## src/rtl/game_timer_ctrl.sv

```systemverilog
// game_timer_ctrl: game-tick driven timing for a falling-block game.
// Synchronizes the slow game_clk into global_clk, then derives the match
// timeout, pre-game countdown, gravity drop pulses and speed level from the
// registered status code.
module game_timer_ctrl #(
  parameter int DROP_BASE       = 8,
  parameter int MATCH_TIMEOUT   = 30,
  parameter int LINES_PER_LEVEL = 4
) (
  input  logic       global_clk,
  input  logic       rst_in,
  input  logic       game_clk,
  input  logic [2:0] stat_in,
  input  logic       lines_in,
  output logic [1:0] cntdown_out,
  output logic       cntdown_done_out,
  output logic       drop_out,
  output logic [2:0] level_out,
  output logic       match_timeout_out
);

  // Counter widths: drop counter holds 0..DROP_BASE-1, match counter 0..MATCH_TIMEOUT.
  localparam int DCW = (DROP_BASE > 1) ? $clog2(DROP_BASE) : 1;
  localparam int MCW = (MATCH_TIMEOUT > 0) ? $clog2(MATCH_TIMEOUT + 1) : 1;
  localparam int LCW = (LINES_PER_LEVEL > 1) ? $clog2(LINES_PER_LEVEL) : 1;

  // Status codes as presented on stat_in.
  localparam logic [2:0] STAT_NORMAL        = 3'b000;
  localparam logic [2:0] STAT_MATCH_ING     = 3'b001;
  localparam logic [2:0] STAT_MATCH_CANCEL  = 3'b010;
  localparam logic [2:0] STAT_MATCH_SUCCESS = 3'b011;
  localparam logic [2:0] STAT_GAME_INITIAL  = 3'b100;
  localparam logic [2:0] STAT_GAME_CNTDOWN  = 3'b101;
  localparam logic [2:0] STAT_GAME_ING      = 3'b110;
  localparam logic [2:0] STAT_GAME_OVER     = 3'b111;

  // Controller states decoded from the registered status.
  localparam logic [2:0] ST_IDLE       = 3'd0;
  localparam logic [2:0] ST_MATCH_WAIT = 3'd1;
  localparam logic [2:0] ST_CNTDOWN    = 3'd2;
  localparam logic [2:0] ST_RUN        = 3'd3;
  localparam logic [2:0] ST_HALT       = 3'd4;

  // Synchronizer, edge detector and post-reset arming.
  logic           r_sync1;
  logic           r_sync2;
  logic           r_sync3;
  logic [1:0]     r_sync_valid;
  logic           r_armed;
  logic           w_tick;

  // Registered status and entry detection.
  logic [2:0]     r_stat_q;
  logic [2:0]     r_stat_prev;
  logic [2:0]     w_state;
  logic           w_init;
  logic           w_entry;

  // Per-state counters and outputs.
  logic [MCW-1:0] r_match_cnt;
  logic [MCW-1:0] w_match_nxt;
  logic [DCW-1:0] r_drop_cnt;
  logic [DCW-1:0] w_period_m1;
  logic [LCW-1:0] r_line_cnt;
  logic [1:0]     r_cntdown;
  logic [2:0]     r_level;
  logic           r_drop;
  logic           r_done;
  logic           r_timeout;

  // Bring game_clk into the global_clk domain and track the sampled level.
  // A rising edge only counts once a low level has been seen after reset, so
  // a game_clk already high (or rising) at reset release never makes a tick.
  always_ff @(posedge global_clk) begin
    if (rst_in) begin
      r_sync1      <= 1'b0;
      r_sync2      <= 1'b0;
      r_sync3      <= 1'b0;
      r_sync_valid <= 2'b00;
      r_armed      <= 1'b0;
    end else begin
      r_sync1      <= game_clk;
      r_sync2      <= r_sync1;
      r_sync3      <= r_sync2;
      r_sync_valid <= {r_sync_valid[0], 1'b1};
      r_armed      <= r_armed | (r_sync_valid[1] & ~r_sync2);
    end
  end

  assign w_tick = r_sync2 & ~r_sync3 & r_armed;

  // Register the status code and keep its previous value for entry detection.
  always_ff @(posedge global_clk) begin
    if (rst_in) begin
      r_stat_q    <= STAT_NORMAL;
      r_stat_prev <= STAT_NORMAL;
    end else begin
      r_stat_q    <= stat_in;
      r_stat_prev <= r_stat_q;
    end
  end

  // Decode the registered status into a controller state; INIT is an IDLE
  // flavour that additionally loads the game counters.
  always_comb begin
    w_state = ST_IDLE;
    w_init  = 1'b0;
    case (r_stat_q)
      STAT_MATCH_ING:     w_state = ST_MATCH_WAIT;
      STAT_GAME_INITIAL:  begin
        w_state = ST_IDLE;
        w_init  = 1'b1;
      end
      STAT_GAME_CNTDOWN:  w_state = ST_CNTDOWN;
      STAT_GAME_ING:      w_state = ST_RUN;
      STAT_GAME_OVER:     w_state = ST_HALT;
      STAT_NORMAL,
      STAT_MATCH_CANCEL,
      STAT_MATCH_SUCCESS: w_state = ST_IDLE;
      default:            w_state = ST_IDLE;
    endcase
  end

  assign w_entry     = (r_stat_q != r_stat_prev);
  assign w_match_nxt = r_match_cnt + MCW'(1'b1);

  // Drop period minus one, from the current level, clamped to a 1-tick period.
  always_comb begin
    if (int'(r_level) >= DROP_BASE - 1) begin
      w_period_m1 = {DCW{1'b0}};
    end else begin
      w_period_m1 = DCW'(DROP_BASE - 1 - int'(r_level));
    end
  end

  // Per-state counters, level tracking and one-cycle output pulses.
  always_ff @(posedge global_clk) begin
    if (rst_in) begin
      r_match_cnt <= {MCW{1'b0}};
      r_drop_cnt  <= {DCW{1'b0}};
      r_line_cnt  <= {LCW{1'b0}};
      r_cntdown   <= 2'd3;
      r_level     <= 3'd0;
      r_drop      <= 1'b0;
      r_done      <= 1'b0;
      r_timeout   <= 1'b0;
    end else begin
      r_drop    <= 1'b0;
      r_done    <= 1'b0;
      r_timeout <= 1'b0;
      case (w_state)
        ST_MATCH_WAIT: begin
          if (w_entry) begin
            r_match_cnt <= {MCW{1'b0}};
          end else if (w_tick && (r_match_cnt != MCW'(MATCH_TIMEOUT))) begin
            r_match_cnt <= w_match_nxt;
            if (w_match_nxt == MCW'(MATCH_TIMEOUT)) begin
              r_timeout <= 1'b1;
            end
          end
        end
        ST_CNTDOWN: begin
          if (w_entry) begin
            r_cntdown <= 2'd3;
          end else if (w_tick && (r_cntdown != 2'd0)) begin
            r_cntdown <= r_cntdown - 2'd1;
            if (r_cntdown == 2'd1) begin
              r_done <= 1'b1;
            end
          end
        end
        ST_RUN: begin
          // ">=" rather than "==" so a level-up that shortens the period
          // below the running count still fires on the next tick.
          if (w_entry) begin
            r_drop_cnt <= {DCW{1'b0}};
          end else if (w_tick) begin
            if (r_drop_cnt >= w_period_m1) begin
              r_drop     <= 1'b1;
              r_drop_cnt <= {DCW{1'b0}};
            end else begin
              r_drop_cnt <= r_drop_cnt + DCW'(1'b1);
            end
          end
          if (lines_in) begin
            if (r_line_cnt == LCW'(LINES_PER_LEVEL - 1)) begin
              r_line_cnt <= {LCW{1'b0}};
              if (r_level != 3'd7) begin
                r_level <= r_level + 3'd1;
              end
            end else begin
              r_line_cnt <= r_line_cnt + LCW'(1'b1);
            end
          end
        end
        ST_HALT: begin
          r_drop <= 1'b0;
        end
        default: begin
          if (w_init) begin
            r_cntdown  <= 2'd3;
            r_level    <= 3'd0;
            r_line_cnt <= {LCW{1'b0}};
          end
        end
      endcase
    end
  end

  assign cntdown_out       = r_cntdown;
  assign cntdown_done_out  = r_done;
  assign drop_out          = r_drop;
  assign level_out         = r_level;
  assign match_timeout_out = r_timeout;

endmodule

```

## config.mk

```make
export PLATFORM = sky130hd
export DESIGN_NAME = game_timer_ctrl
export DESIGN_NICKNAME = d
export VERILOG_FILES = /design/src/rtl/game_timer_ctrl.sv
export SDC_FILE = /design/constraint.sdc
export NUM_CORES = 1
export LEC_CHECK = 0
export BUFFER_PORTS_ARGS = -buffer_cell sky130_fd_sc_hd__buf_2
export CAP_MARGIN = 10
export CELL_PAD_IN_SITES_DETAIL_PLACEMENT = 0
export CELL_PAD_IN_SITES_GLOBAL_PLACEMENT = 1
export CORE_ASPECT_RATIO = 1.1
export CORE_MARGIN = 2
export CORE_UTILIZATION = 48
export DETAILED_ROUTE_END_ITERATION = 6
export PLACE_DENSITY = 0.9
export SLEW_MARGIN = 15
export SYNTH_ARGS = -nofsm -noshare
export SYNTH_HDL_FRONTEND = slang
export SYNTH_SLANG_ARGS = --single-unit
```

## constraint.sdc

```tcl
create_clock -name global_clk -period 2.9 [get_ports global_clk]
set_input_delay 0.29 -clock global_clk [delete_from_list [all_inputs] [get_ports global_clk]]
set_output_delay 0.29 -clock global_clk [all_outputs]
set_load 0.01 [all_outputs]
```

==> results of run 1 <==
[critical path: cells and delay by family (launching register included)]
kind / cells / cell delay, ps
buffers and inverters: 1 / 70
adders and majority gates: 1 / 240
DFF: 1 / 420
AOI/OAI and AO/OA: 2 / 390
and+or+nand+nor: 2 / 690
[logic make-up after synthesis]
logic type,after synthesis
and+or+nand+nor,69
DFF,30
AOI/OAI and AO/OA,27
buffers and inverters,17
adders and majority gates,12
xor gates and xnor gates,8
muxes,1
[power breakdown]
group	leakage, nW	internal, mW	switching (mW)	total (mW)
Clock	0.0353	0.117	0.142	0.259
Combinational	0.411	0.0215	0.0360	0.0574
Sequential	0.245	0.421	0.0118	0.433
Total	0.691	0.560	0.190	0.750
[worst max-delay path by stage]
stage          slack [ps]             end            from  cells after the start
6_report              960  cntdown_out[0]  cntdown_out[0]                      6
3_5_place_dp         1000   r_drop_cnt[1]    level_out[0]                      8
3_3_place_gp         1070   r_drop_cnt[1]    level_out[0]                      8
5_1_grt               780  r_match_cnt[2]     r_stat_q[0]                      4
2_1_floorplan        1120   r_drop_cnt[1]    level_out[0]                      8
4_1_cts               970   r_drop_cnt[1]    level_out[0]                      8
[per-stage QoR]
step | instance area, sq um | instances
2_1_floorplan | 1570 | 164
3_3_place_gp | 1610 | 204
3_5_place_dp | 1610 | 204
4_1_cts | 1670 | 212
5_1_grt | 1670 | 212
6_report | 1670 | 212
[layout by cell type (no fill, tap or decap), drive strengths merged, types with 3 or more instances in the layout]
| master | count |
|---|---|
| dfxtp | 30 |
| xor2 | 5 |
| nand3b | 3 |
| buf | 14 |
| o21ai | 3 |
| nand3 | 12 |
| a22oi | 3 |
| nor4 | 3 |
| nor2 | 14 |
| xnor2 | 3 |
| a21oi | 5 |
| nor2b | 9 |
| nand4 | 7 |
| nand2 | 5 |
| nor3b | 5 |
| clkbuf | 7 |
| ha | 12 |
| inv | 9 |
[sequential cells by signal, summed over array words and instances (netlist names)]
name / count
r_match_cnt: 5
r_sync_valid: 2
level_out: 3
cntdown_out: 2
cntdown_done_out: 1
r_line_cnt: 2
match_timeout_out: 1
r_sync2: 1
r_stat_q: 3
r_sync1: 1
r_drop_cnt: 3
r_armed: 1
drop_out: 1
r_sync3: 1
r_stat_prev: 3
[cell type report]
cell class | instances | area (sq um)
flip-flops and latches | 30 | 601
fillers | 285 | 1410
inverters | 9 | 33.8
well taps | 34 | 42.5
clock buffers | 7 | 55.1
repair buffers | 14 | 70.1
multi-input cells | 117 | 861
clock inverters | 1 | 5.00
[layer usage]
layer	GRT usage, %	vias up	part of all wire, %
li1	-	616	-
met1	20.7	549	43
met2	28.8	31	50
met3	4.45	7	4.6
met4	10.5	0	2.8
met5	0	-	0
==> out/results.tsv, run 1 <==
metric	value	unit
startpoint_type	flip-flop	
combinational_family_with_the_most_area_after_synthesis	simple AND/OR/NAND/NOR gates	
gp_congestion	0.843	
critPathArrivalTime	2140	ps
finalCriticalPeriod	1940	ps
totalWireLength	2.90	mm
netlist-cell-type-count	46	
power.leakage	0.691	nW
pre_cts_setup_slack	999	ps
final_tns_setup	0	ps
dieHeight	63.9	um
synth_top_cell_area_share	38.4	%
starting_utilization_of_the_core_area	50.9	%
placement_rows	21	
htreeDepth	2	
syn-instance-count	164	
final_nets	196	
antenna_cells	0	
max_transition_margin	52.6	%
routed-via-count	1203	
synth_edf_count	0	
synth_seq_area_share	38.4	%
post_synthesis_compound_gate_area_fraction	13.7	%
clk_pin_slew	100	ps
synthXorXnorAreaFrac	4.48	%
synth_warnings	0	
max_capacitance_violation_count	0	
clock-sinks	30	
synthMostInstantiatedCell	sky130_fd_sc_hd__dfxtp_1	
final_layout_size_suffix_gt1_share	18.0	%
tritoncts.num_buffers	5	
rsz0062_at_grt	false	
share_of_synthesized_flip_flops_with_an_asynchronous_set_or_reset	0	%
critical_path_required	3100	ps
fin_total_pwr	750	uW
cts_tree	yes	
fin_skew	11.8	ps
worst_tran_pin_value	707	ps
clock.fmax	514	MHz
cts.root.buffer_cell	sky130_fd_sc_hd__clkbuf_4	
synth_simple_gate_area_share	26.5	%
hold-path-endpoint	r_stat_q[2]	
final_max_slew_viol_count	0	
hold_slack	165	ps
wire_length_of_the_first_global_routing_pass	4.94	mm
status	complete, no violations	
synth_mux_area_share	0.639	%
critical_path_type	flip-flop to flip-flop	
die_width	58.4	um
mappedNetlistNets	183	
critical_path.endpoint_type	flip-flop	
final_antenna_net_count	0	
worst_r2r_startpoint	cntdown_out[0]	
area_growth	6.55	%
detailedPlacementHpwl	2.10	mm
hold_path.startpoint	stat_in[2]	
boundaryPins	15	
grt_start_max_net_pins	34	
setup-violations-final	0	
wl_per_cell	13.7	um
hold_violations	0	
path_cells	inv_1 > ha_1 > nor4bb_1 > nand4_1 > o21ai_0 > o311ai_0	
post_drt_via_cell_ratio	5.67	
synthesized_flop_and_latch_total	30	
grt_pass1_vias	1118	
drt_pass1_iterations	4	
ys_dominant_reg_cell	sky130_fd_sc_hd__dfxtp_1	
fin_ws	956	ps
post_cts_setup_bufs	0	
clk-insertion-delay-late	340	ps
cellPowerDensity	449	nW/um^2
portBuffers	14	
cts.repair.resized	0	
initial_antenna_violation_count	0	
r2r_slack	960	ps
worstReg2RegEnd	cntdown_out[0]	
synth_adder_area_share	9.59	%
cts_hold_repair.buffers	0	
mappedNetlistArea	1570	sq um
vdd.ir_drop.worst	0.000400	V
hold_path_class	input port to flip-flop	
number_of_remaining_drc_errors	0	
groute.usage.overall	17.7	%
maximum_cell_stage_delay_along_the_critical_path	540	ps
synth_area_leader_cell	sky130_fd_sc_hd__dfxtp_1	
max-clock-path-buffers	2	
worstPathMaxFanout	5	
instance_count_along_the_most_critical_hold_path	2	
finalCoreUtilization	54.3	%
crit_path_top_delay_cell	sky130_fd_sc_hd__nor4bb_1	
synth_top_cells_by_area	sky130_fd_sc_hd__dfxtp_1 (38%), sky130_fd_sc_hd__ha_1 (9.6%), sky130_fd_sc_hd__nor2b_1 (3.6%)	
postSynthAreaPerCell	9.54	sq um
die_area	3730	sq um
grt_overflow_total	0	
post_synth_most_frequent_cells	sky130_fd_sc_hd__dfxtp_1 (30), sky130_fd_sc_hd__nor2_1 (14), sky130_fd_sc_hd__ha_1 (12)	
fp.coreArea	3070	sq um
worst-r2r-cell-count	6	
timing.final.crit_share	67.1	%
detailedRoute.firstIterationViolations	34	
Power figures use the tool's default switching activity.
==> run 2: changes to the inputs <==
- CORE_UTILIZATION: 48 -> 45
- PLACE_DENSITY: 0.9 -> 0.85
- clock period: 2.9 -> 1.89 ns (I/O delays scaled with it)
==> out/results.tsv, run 2 (synthesis results as in run 1) <==
metric	value	unit	change
max-clock-path-buffers	2		unchanged
max_transition_margin	75.7	%	was 52.6%
tritoncts.num_buffers	5		unchanged
die_width	60.2	um	was 58.4 um
worstReg2RegEnd	r_drop_cnt[2]		was cntdown_out[0]
wire_length_of_the_first_global_routing_pass	5.14	mm	was 4.94 mm
power.internal	866	uW	was 560 uW
hold_violations	0		unchanged
layout.cells.non_filler	232		was 212
nFillCells	327		was 285
pre_cts_setup_slack	88.2	ps	was 999 ps
htreeDepth	2		unchanged
worstPathMaxFanout	4		was 5
power.clock.fraction	34.2	%	was 34.6%
final_max_slew_viol_count	0		unchanged
sw_frac_of_total	25.3	%	about the same
final_tns_setup	0	ps	unchanged
dieHeight	65.9	um	was 63.9 um
worst_tran_pin_value	360	ps	was 707 ps
worst_r2r_startpoint	level_out[1]		was cntdown_out[0]
clock-sinks	30		unchanged
grt_pass1_vias	1201		was 1118
clock.fmax	569	MHz	was 514 MHz
rsz0062_at_grt	false		unchanged
placed_cells_incl_taps	224		was 204
switching_power	294	uW	was 190 uW
starting_utilization_of_the_core_area	47.0	%	was 50.9%
placement_rows	22		was 21
grt_overflow_total	0		unchanged
fin_skew	8.86	ps	was 11.8 ps
seq_power_share	57.0	%	was 57.8%
hold-path-endpoint	r_stat_q[1]		was r_stat_q[2]
maximum_cell_stage_delay_along_the_critical_path	350	ps	was 540 ps
startpoint_type	flip-flop		unchanged
hold_slack	67.6	ps	was 165 ps
commonest_non_fill_non_tap_cell_in_the_layout	sky130_fd_sc_hd__dfxtp_1		unchanged
gp_congestion	0.754		was 0.843
drt_pass1_iterations	4		unchanged
totalWireLength	2.99	mm	was 2.90 mm
clk_pin_slew	90	ps	was 100 ps
final_antenna_net_count	0		unchanged
number_of_remaining_drc_errors	0		unchanged
detailedPlacementHpwl	2.24	mm	was 2.10 mm
most_repeated_library_cell_on_the_critical_path	sky130_fd_sc_hd__ha_1		
clk-insertion-delay-late	330	ps	was 340 ps
fp.coreArea	3330	sq um	was 3070 sq um
hold_path_class	input port to flip-flop		unchanged
portBuffers	14		unchanged
critical_path_type	flip-flop to flip-flop		unchanged
die_area	3970	sq um	was 3730 sq um
critPathArrivalTime	2030	ps	was 2140 ps
wl_per_cell	12.9	um	was 13.7 um
critical_path_required	2160	ps	was 3100 ps
detailedRoute.firstIterationViolations	15		was 34
instance_count_along_the_most_critical_hold_path	2		unchanged
crit_path_top_delay_cell	sky130_fd_sc_hd__dfxtp_1		was sky130_fd_sc_hd__nor4bb_1
routed-via-count	1250		was 1203
cellPowerDensity	668	nW/um^2	was 449 nW/um^2
setup-violations-final	0		unchanged
groute.usage.overall	17.0	%	was 17.7%
worst-r2r-cell-count	9		was 6
initial_antenna_violation_count	0		unchanged
final_layout_size_suffix_gt1_share	21.2	%	was 18.0%
status	complete, no violations		unchanged
finalCoreUtilization	52.1	%	was 54.3%
largest_reg_flops	5		unchanged
area_growth	11.0	%	was 6.55%
finalInstanceArea	1740	sq um	was 1670 sq um
antenna_cells	0		unchanged
cts_tree	yes		unchanged
max_flop_register	r_match_cnt		unchanged
hold_path.startpoint	stat_in[1]		was stat_in[2]
post_drt_via_cell_ratio	5.39		was 5.67
final_nets	202		was 196
cts.root.buffer_cell	sky130_fd_sc_hd__clkbuf_4		unchanged
power.leakage	0.722	nW	was 0.691 nW
power_frac_comb	8.8	%	was 7.7%
finalCriticalPeriod	1760	ps	was 1940 ps
fin_total_pwr	1.16	mW	was 750 uW
placed_cell_areas	1670	sq um	was 1610 sq um
path_cells	ha_1 > ha_1 > nor2_1 > ha_1 > nand2b_1 > a31oi_2 > buf_4 > nand4_1 > nand3_1		was inv_1 > ha_1 > nor4bb_1 > nand4_1 > o21ai_0 > o311ai_0
grt_start_max_net_pins	20		was 34
boundaryPins	15		unchanged
most-common-layout-cells	sky130_fd_sc_hd__dfxtp_1 (30), sky130_fd_sc_hd__nor2_1 (14), sky130_fd_sc_hd__buf_2 (14)		unchanged
timing.final.crit_share	93.1	%	was 67.1%
fin_ws	131	ps	was 956 ps
vdd.ir_drop.worst	0.000498	V	was 0.000400 V
r2r_slack	130	ps	was 960 ps
critical_path.endpoint_type	flip-flop		unchanged
max_capacitance_violation_count	0		unchanged
==> run 2: changes by cell type in the layout (fill, tap and decap cells not counted) <==
cell	previous run	this run
sky130_fd_sc_hd__a31oi_1	1	0
sky130_fd_sc_hd__a31oi_2	0	1
sky130_fd_sc_hd__buf_4	0	6
==> run 2: repair_timing <==
action | 4_1_cts | 5_1_grt
setup endpoints to repair | 0 | 2
resized for setup | 0 | 1
hold buffers | 0 | 0
buffers inserted | 0 | 0
==> run 2: how the worst max path moves through the flow <==
stage	startpoint	end	slack (ps)
3_5_place_dp	level_out[1]	r_drop_cnt[2]	90
3_3_place_gp	level_out[1]	r_drop_cnt[2]	150
4_1_cts	level_out[1]	r_drop_cnt[2]	60
2_1_floorplan	level_out[0]	r_drop_cnt[1]	110
5_1_grt	level_out[1]	r_drop_cnt[2]	6
6_report	level_out[1]	r_drop_cnt[2]	130
==> run 2: per-layer routing <==
| metal | part of all wire [%] | up-vias | global-route usage (%) |
|---|---|---|---|
| li1 | - | 626 | - |
| met1 | 46 | 594 | 20.9 |
| met2 | 47 | 23 | 27.9 |
| met3 | 4.3 | 7 | 5.28 |
| met4 | 1.6 | 0 | 5.83 |
| met5 | 0 | - | 0 |
==> run 2: cell type report <==
type / instances / area (sq um) / share of cell area [%]
timing repair buffer: 20 / 115 / 6.63
inverter: 9 / 33.8 / 1.95
clock inverter: 1 / 5.00 / 0.288
multi-input combinational: 117 / 867 / 49.9
tap: 48 / 60.1 / 3.46
sequential: 30 / 601 / 34.6
clock buffer: 7 / 55.1 / 3.17
==> run 2: worst max-delay path, delay by kind of cell (launching register included) <==
kind / cells / cell delay, ps
AO/OA/AOI/OAI: 1 / 210
buffers and inverters: 1 / 150
AND/OR/NAND/NOR: 4 / 400
flip-flops: 1 / 350
adder cells (fa/ha/maj): 3 / 600
==> run 2: power groups by stage <==
stage / combinational [mW] / sequential, mW / clock, mW
2_1_floorplan: 0.0879 / 0.669 / 0
3_3_place_gp: 0.0974 / 0.675 / 0
3_5_place_dp: 0.101 / 0.676 / 0
4_1_cts: 0.102 / 0.661 / 0.409
5_1_grt: 0.112 / 0.664 / 0.435
6_report: 0.102 / 0.661 / 0.396
